### config.mk
export PLATFORM = sky130hd
export DESIGN_NAME = svc_rv_st_split
export DESIGN_NICKNAME = d
export VERILOG_FILES = /design/src/rtl/svc_rv_st_split.sv
export SDC_FILE = /design/constraint.sdc
export NUM_CORES = 1
export LEC_CHECK = 0
export CAP_MARGIN = 10
export CORE_ASPECT_RATIO = 1.5
export CORE_MARGIN = 2
export CORE_UTILIZATION = 35
export CTS_CLUSTER_DIAMETER = 40
export CTS_CLUSTER_SIZE = 16
export DETAILED_ROUTE_END_ITERATION = 8
export SETUP_SLACK_MARGIN = 0.4
export SYNTH_ARGS = -nofsm -noshare
export SYNTH_HDL_FRONTEND = slang
export SYNTH_SLANG_ARGS = --single-unit
### constraint.sdc
create_clock -name clk -period 4.9 [get_ports clk]
set_input_delay 0.49 -clock clk [delete_from_list [all_inputs] [get_ports clk]]
set_output_delay 0.49 -clock clk [all_outputs]
set_load 0.03 [all_outputs]
### src/rtl/svc_rv_st_split.sv
// rtl/svc_rv_st_split.sv - RV32 store lane shifter and strobe generator with word-boundary split
module svc_rv_st_split #(
    parameter int XLEN = 32,
    parameter int AW   = 32
) (
    input  logic            clk,
    input  logic            rst_n,
    input  logic            st_valid,
    output logic            st_ready,
    input  logic [AW-1:0]   st_addr,
    input  logic [XLEN-1:0] st_data,
    input  logic [2:0]      st_funct3,
    output logic            m_wr_valid,
    input  logic            m_wr_ready,
    output logic [AW-1:0]   m_wr_addr,
    output logic [XLEN-1:0] m_wr_data,
    output logic [3:0]      m_wr_strb,
    output logic            st_done,
    output logic            st_err
);

    typedef enum logic [1:0] {IDLE, WR0, WR1} state_t;

    state_t            state;
    logic [XLEN-1:0]   hi_data;
    logic [3:0]        hi_strb;
    logic [AW-1:0]     hi_addr;

    logic              legal;
    logic [XLEN-1:0]   byte_mask;
    logic [3:0]        size_mask;
    logic [2*XLEN-1:0] wide_data;
    logic [7:0]        wide_strb;
    logic [AW-1:0]     base;

    assign st_ready = (state == IDLE);

    always_comb begin
        legal     = 1'b1;
        byte_mask = '0;
        size_mask = 4'h0;
        case (st_funct3)
            3'b000: begin byte_mask = XLEN'(32'h0000_00FF); size_mask = 4'h1; end
            3'b001: begin byte_mask = XLEN'(32'h0000_FFFF); size_mask = 4'h3; end
            3'b010: begin byte_mask = '1;                   size_mask = 4'hF; end
            default: legal = 1'b0;
        endcase
        // Shift into a double-width window; the upper half is the spill into the next word.
        wide_data = {{XLEN{1'b0}}, st_data & byte_mask} << {st_addr[1:0], 3'b000};
        wide_strb = {4'h0, size_mask} << st_addr[1:0];
        base      = {st_addr[AW-1:2], 2'b00};
    end

    always_ff @(posedge clk or negedge rst_n) begin
        if (!rst_n) begin
            state      <= IDLE;
            m_wr_valid <= 1'b0;
            m_wr_addr  <= '0;
            m_wr_data  <= '0;
            m_wr_strb  <= 4'h0;
            st_done    <= 1'b0;
            st_err     <= 1'b0;
            hi_data    <= '0;
            hi_strb    <= 4'h0;
            hi_addr    <= '0;
        end else begin
            st_done <= 1'b0;
            st_err  <= 1'b0;
            case (state)
                IDLE: begin
                    if (st_valid) begin
                        if (legal) begin
                            m_wr_valid <= 1'b1;
                            m_wr_addr  <= base;
                            m_wr_data  <= wide_data[XLEN-1:0];
                            m_wr_strb  <= wide_strb[3:0];
                            hi_data    <= wide_data[2*XLEN-1:XLEN];
                            hi_strb    <= wide_strb[7:4];
                            hi_addr    <= base + AW'(4);
                            state      <= WR0;
                        end else begin
                            st_done <= 1'b1;
                            st_err  <= 1'b1;
                        end
                    end
                end
                WR0: begin
                    if (m_wr_ready) begin
                        if (hi_strb != 4'h0) begin
                            m_wr_addr <= hi_addr;
                            m_wr_data <= hi_data;
                            m_wr_strb <= hi_strb;
                            state     <= WR1;
                        end else begin
                            m_wr_valid <= 1'b0;
                            st_done    <= 1'b1;
                            state      <= IDLE;
                        end
                    end
                end
                WR1: begin
                    if (m_wr_ready) begin
                        m_wr_valid <= 1'b0;
                        st_done    <= 1'b1;
                        state      <= IDLE;
                    end
                end
                default: state <= IDLE;
            endcase
        end
    end

endmodule

==> results.tsv, run 1 <==
metric	value	unit
io_pins	143	
rows	62	
h-tree-depth	4	
clockBufferDepth	2	
die_x	118	µm
grt_setup_unrepaired	no	
drv_slew	0	
power_switching	1980	µW
p_per_area	606	nW/µm²
crit_fanout	27	
clk_latency	0.42	ns
p_sw_share	36.3	%
synthTopCellsByArea	dfrtp_1 47%, mux2_2 13%, o21ai_0 3.7%, a22o_1 3.4%, nand2_1 2.9%	
critPathKind	in -> reg	
gp_congestion	0.972	
mappedNetlistArea	6780	µm²
ys_seq_area_share	47.2	%
setup_violations	0	
hold_class	reg -> reg	
final.min_clock_period	2.94	ns
grt_pass1_vias	5732	
hold_viol_final	0	
post-synth-top-area-cell	dfrtp_1	
total_power	5450	µW
status	finished clean	
p_comb_share	43.3	%
die_h	174	µm
grt_usage	19.6	%
root_buffer	clkbuf_16	
synth_edf_count	0	
critical_path_arrival	3.23	ns
pwr-share-seq	31.6	%
critPathCaptureType	flip-flop	
worstMarginPinSlew	1.01	ns
clkPwrFrac	25.1	%
period_share	60.0	%
async_flop_share	100	%
cts_tree	yes	
drt_iter0_drc	323	
maxCapViolCount	0	
intPower	3480	µW
grt_max_degree	68	
cts_setup_buffers	0	
crit_required	5.20	ns
start_kind	primary input	
portBuffers	140	
cts_sinks	128	
nNetsFinal	835	
wirelength	19900	µm
avgRoutedWirePerCell	19.4	µm
yosysWarnings	0	
coreArea	19100	µm²
dp_hpwl	14700	µm
timing.slew.headroom	32.5	%
dr_total_vias	5635	
grt_first_pass_wirelength	31700	µm
synth_cells	635	
synth_cell_type_count	50	
first_pass_iters	4	
peakVddDrop	0.214	mV
p_leak	0.00372	µW
grt.overflow.total	0	
antenna_left	0	
antenna_found_initial	0	
synth_seq_cells	128	
skew	0.0113	ns
ys.flop_type	dfrtp_1	
die_area	20500	µm²
fmax	0.340	GHz
syn_avg_cell_area	10.7	µm²
layout-drive-gt1-share	17.1	%
finalWorstSetupSlack	1.96	ns
dp_slack	1.54	ns
area_growth_syn_to_layout	32.8	%
clk_pin_slew	0.06	ns
initial_core_util	35.5	%
num_antenna_cells	0	
avgViaCountPerCell	5.48	
cts_buffers	17	
remaining_drc_errors	0	
tns	0	ns
yosys.area.top_type_share	47.2	%
[through the flow]
step                hold slack [ns]  cells  util (%)  cell area [µm²]
floorplan                     0.194    636         -             6790
global placement              0.418    994      43.7             8350
detailed placement            0.415    994      43.7             8350
CTS                           0.479   1027      47.2             9000
global route                  0.508   1028      47.2             9010
finish                        0.475   1028      47.2             9010
[synth_stat cells (2+ instances only)]
cell type / instances
buf_6: 2
or3_1: 6
a31oi_1: 23
nand4_1: 18
buf_4: 7
nor3b_2: 2
nor4_1: 2
nor2b_1: 11
clkbuf_1: 21
mux2_2: 78
or4_1: 8
nand3_1: 29
buf_1: 2
buf_2: 15
a32oi_1: 8
mux2i_1: 16
a21oi_1: 2
a21o_1: 7
inv_1: 6
o21ai_0: 50
o41ai_1: 2
nor2_1: 33
and3_1: 6
o31ai_1: 9
nand2_1: 53
a221o_1: 16
ha_1: 5
a22o_1: 26
and4_1: 4
dfrtp_1: 128
nor3_1: 2
xnor2_1: 5
a211o_1: 8
xor2_1: 9
[final cells by class]
| cell class | instances | area, µm² |
|---|---|---|
| timing repair buffer | 151 | 1480 |
| multi-input combinational | 454 | 3330 |
| sequential | 128 | 3200 |
| tap | 256 | 320 |
| clock inverter | 9 | 154 |
| clock buffer | 23 | 488 |
| inverter | 7 | 26.3 |
| fill | 1773 | 10100 |
[flip-flops by register name, indices dropped and copies added (netlist names), 2 cells and up]
| name | flops |
|---|---|
| m_wr_strb | 4 |
| hi_addr | 30 |
| m_wr_addr | 30 |
| state | 2 |
| m_wr_data | 32 |
| hi_data | 24 |
| hi_strb | 3 |
[layer usage]
layer	share of wire, %	wire (µm)	GRT usage [%]	vias to the layer above
met2	52	10400	34.6	203
li1	-	-	-	2633
met1	40	8000	23.4	2775
met4	2.4	481	7.43	0
met5	0	0	0	-
met3	5.4	1070	4.13	24
[path summary, 6_finish.rpt]
check / startpoint / endpoint / slack [ns] / depth (start not counted)
max: st_funct3[0] / m_wr_addr[25]$_DFFE_PN0P_ / 1.96 / 6
min: hi_addr[15]$_DFFE_PN0P_ / hi_addr[15]$_DFFE_PN0P_ / 0.48 / 2
max reg2reg: state[0]$_DFFE_PN0P_ / hi_data[19]$_DFFE_PN0P_ / 2.29 / 6
min reg2reg: hi_addr[15]$_DFFE_PN0P_ / hi_addr[15]$_DFFE_PN0P_ / 0.48 / 2
max in group asynchronous: rst_n / hi_addr[23]$_DFFE_PN0P_ / 3.19 / 3
min in group asynchronous: rst_n / hi_addr[12]$_DFFE_PN0P_ / 0.52 / 2
[kinds of logic after synthesis]
group                      after synthesis  share of synthesized area, %
xor gates and xnor gates                14                          1.81
muxes                                   94                          15.3
buffers and inverters                   54                          3.87
adders and majority gates                5                         0.922
and+or+nand+nor                        182                          14.4
AOI/OAI and AO/OA                      157                          16.5
other                                    1                        0.0553
DFF                                    128                          47.2
[power by group through the flow]
stage          logic [µW]  clock network (µW)  registers (µW)
6_report             2360                1370            1730
5_1_grt              2520                1440            1780
4_1_cts              2380                1400            1730
3_5_place_dp         2380                   0            1750
3_3_place_gp         2330                   0            1730
2_1_floorplan        1070                   0            2160
[what timing repair did]
action                                  4_1_cts  5_1_grt
endpoints found under the setup margin        0        0
hold buffers                                  1        0
gates resized for setup                       0        0
endpoints found under the hold margin        23        0
[cells in the final DEF (no fill, tap or decap), types with 17 or more instances in the layout]
cell / count
mux2_2: 78
a31oi_1: 23
nand2_1: 51
clkbuf_16: 17
a22o_1: 26
nor2_1: 32
clkdlybuf4s50_1: 139
nand4_1: 18
dfrtp_1: 128
o21ai_0: 50
nand3_1: 29
[worst max-delay path, stage by stage]
cell             delay [ns]
clkdlybuf4s50_1        0.84
a21o_1                 0.43
o21ai_1                0.15
nand2_2                0.52
buf_4                  0.41
mux2_2                 0.38
Note: power is estimated with default switching activity, not from simulation.
==> inputs of run 2 (changes only) <==
==> constraint.sdc (replaced) <==
create_clock -name clk -period 2.5 [get_ports clk]
set_input_delay 0.25 -clock clk [delete_from_list [all_inputs] [get_ports clk]]
set_output_delay 0.25 -clock clk [all_outputs]
set_load 0.03 [all_outputs]
==> run 2 against run 1 <==
Effect of this change: critical path depth up 1; final cell count up 2.3%; worst setup slack worse by 1.5 ns; highest routed layer unchanged; total power up 96%; clock skew down 0.0027 ns; worst hold slack worse by 0.067 ns; via count up 2.4%; non-clock buffer count up 24; clock power up 88%; utilization up 1.1 points; sequential share of layout area down 0.79 points; combinational power up 100%.
==> results.tsv, run 2 (synthesized netlist as in run 1, its figures left out) <==
metric	value	unit
tns	0	ns
drt_iter0_drc	465	
grt_setup_unrepaired	no	
layout-drive-gt1-share	19.8	%
grt_usage	20.6	%
wl_met2	11100	µm
wl_met3	892	µm
cts_tree	yes	
portBuffers	140	
peakVddDrop	0.397	mV
rows	62	
wirelength	20700	µm
critical_path_arrival	2.35	ns
first_pass_iters	5	
p_per_area	1160	nW/µm²
root_buffer	clkbuf_16	
skew	0.00856	ns
final.min_clock_period	2.00	ns
seqCellArea	3200	µm²
die_h	174	µm
critPathKind	reg -> reg	
initial_core_util	35.5	%
dr_total_vias	5769	
setup_violations	0	
die_area	20500	µm²
timing.slew.headroom	50.9	%
crit_fanout	31	
clk_pin_slew	0.06	ns
die_x	118	µm
cts_sinks	128	
avgRoutedWirePerCell	19.7	µm
multi_input_area	3330	µm²
stdcell_area	9210	µm²
maxCapViolCount	0	
worstMarginPinSlew	0.730	ns
grt_max_degree	47	
area_growth_syn_to_layout	35.8	%
drt-met1-wl	8130	µm
largest_register_ffs	32	
fmax	0.501	GHz
critPathCaptureType	flip-flop	
remaining_drc_errors	0	
nFillCells	1808	
avgViaCountPerCell	5.48	
dpl-instance-area	8560	µm²
crit_required	2.86	ns
antenna_left	0	
start_kind	flip-flop	
clockBufferDepth	2	
dp_hpwl	15300	µm
reg.largest.list	m_wr_data: 32 flops, hi_addr: 30 flops, m_wr_addr: 30 flops	
antenna_found_initial	0	
drv_slew	0	
io_pins	143	
grt_first_pass_wirelength	32900	µm
final_cell_mix	138 x clkdlybuf4s50_1, 128 x dfrtp_1, 78 x mux2_2, 51 x nand2_1, 50 x o21ai_0	
nNetsFinal	859	
hold_class	in -> async	
period_share	79.8	%
cts_buffers	17	
grt.overflow.total	0	
clk_latency	0.42	ns
routed.top_layer	met4	
gp_congestion	0.955	
grt_pass1_vias	6000	
coreArea	19100	µm²
h-tree-depth	4	
largest-register	m_wr_data	
hold_viol_final	0	
status	finished clean	
p_leak	0.00384	µW
layout_commonest_cell	clkdlybuf4s50_1	
num_antenna_cells	0	
-- run 2: through the flow --
| step | hold WS [ns] | instances | power (µW) | utilization (%) | worst slack, ns |
|---|---|---|---|---|---|
| final | 0.408 | 1052 | 10700 | 48.3 | 0.504 |
| after global routing | 0.459 | 1052 | 11200 | 48.3 | 0.407 |
| after global placement | 0.328 | 1016 | 8090 | 44.9 | 0.210 |
| after floorplan | -0.0456 | 636 | 6330 | - | 0.512 |
| after CTS | 0.427 | 1049 | 10800 | 48.1 | 0.448 |
| after detailed placement | 0.333 | 1016 | 8180 | 44.9 | 0.187 |
-- run 2: worst max-delay path: stages, from the launching register on --
cell and delay [ns]:
dfrtp_1 0.39, inv_1 0.07, ha_2 0.21, buf_6 0.20
nor2_1 0.14, nor2_1 0.09, nor4_4 0.56, a221o_1 0.26
-- run 2: final timing paths --
path,from,to,slack [ns],cells after the start
worst max-delay path,state[1]$_DFFE_PN0P_,m_wr_data[16]$_DFFE_PN0P_,0.50,7
worst min-delay path,rst_n,m_wr_addr[11]$_DFFE_PN0P_,0.41,2
worst max register to register,state[1]$_DFFE_PN0P_,m_wr_data[16]$_DFFE_PN0P_,0.50,7
worst min register to register,hi_addr[13]$_DFFE_PN0P_,hi_addr[13]$_DFFE_PN0P_,0.47,2
max in group asynchronous,rst_n,m_wr_data[14]$_DFFE_PN0P_,1.39,3
min in group clk,hi_addr[13]$_DFFE_PN0P_,hi_addr[13]$_DFFE_PN0P_,0.47,2
-- run 2: power breakdown --
part,internal [µW],switching [µW]
logic,2220,2540
registers,2900,443
clock network,1620,955
total,6730,3940
-- run 2: layout make-up --
class	instances	area share, %
repair buffers	175	18.6
flip-flops and latches	128	34.8
inverters	7	0.285
multi-input cells	454	36.2
clock buffers	19	4.92
clock inverters	13	1.74
well taps	256	3.48
-- run 2: timing repair --
| item | in CTS | in global routing |
|---|---|---|
| hold buffers | 1 | 0 |
| setup endpoints to repair | 2 | 4 |
| pin swaps | 0 | 1 |
| gates resized for setup | 2 | 1 |
| endpoints found under the hold margin | 43 | 0 |
| setup buffers | 0 | 3 |
-- run 2: per-layer routing --
layer,global-route usage [%],up-vias
met4,8.33,0
li1,-,2672
met1,22.9,2857
met3,4.53,45
met2,37.7,195
met5,0,-
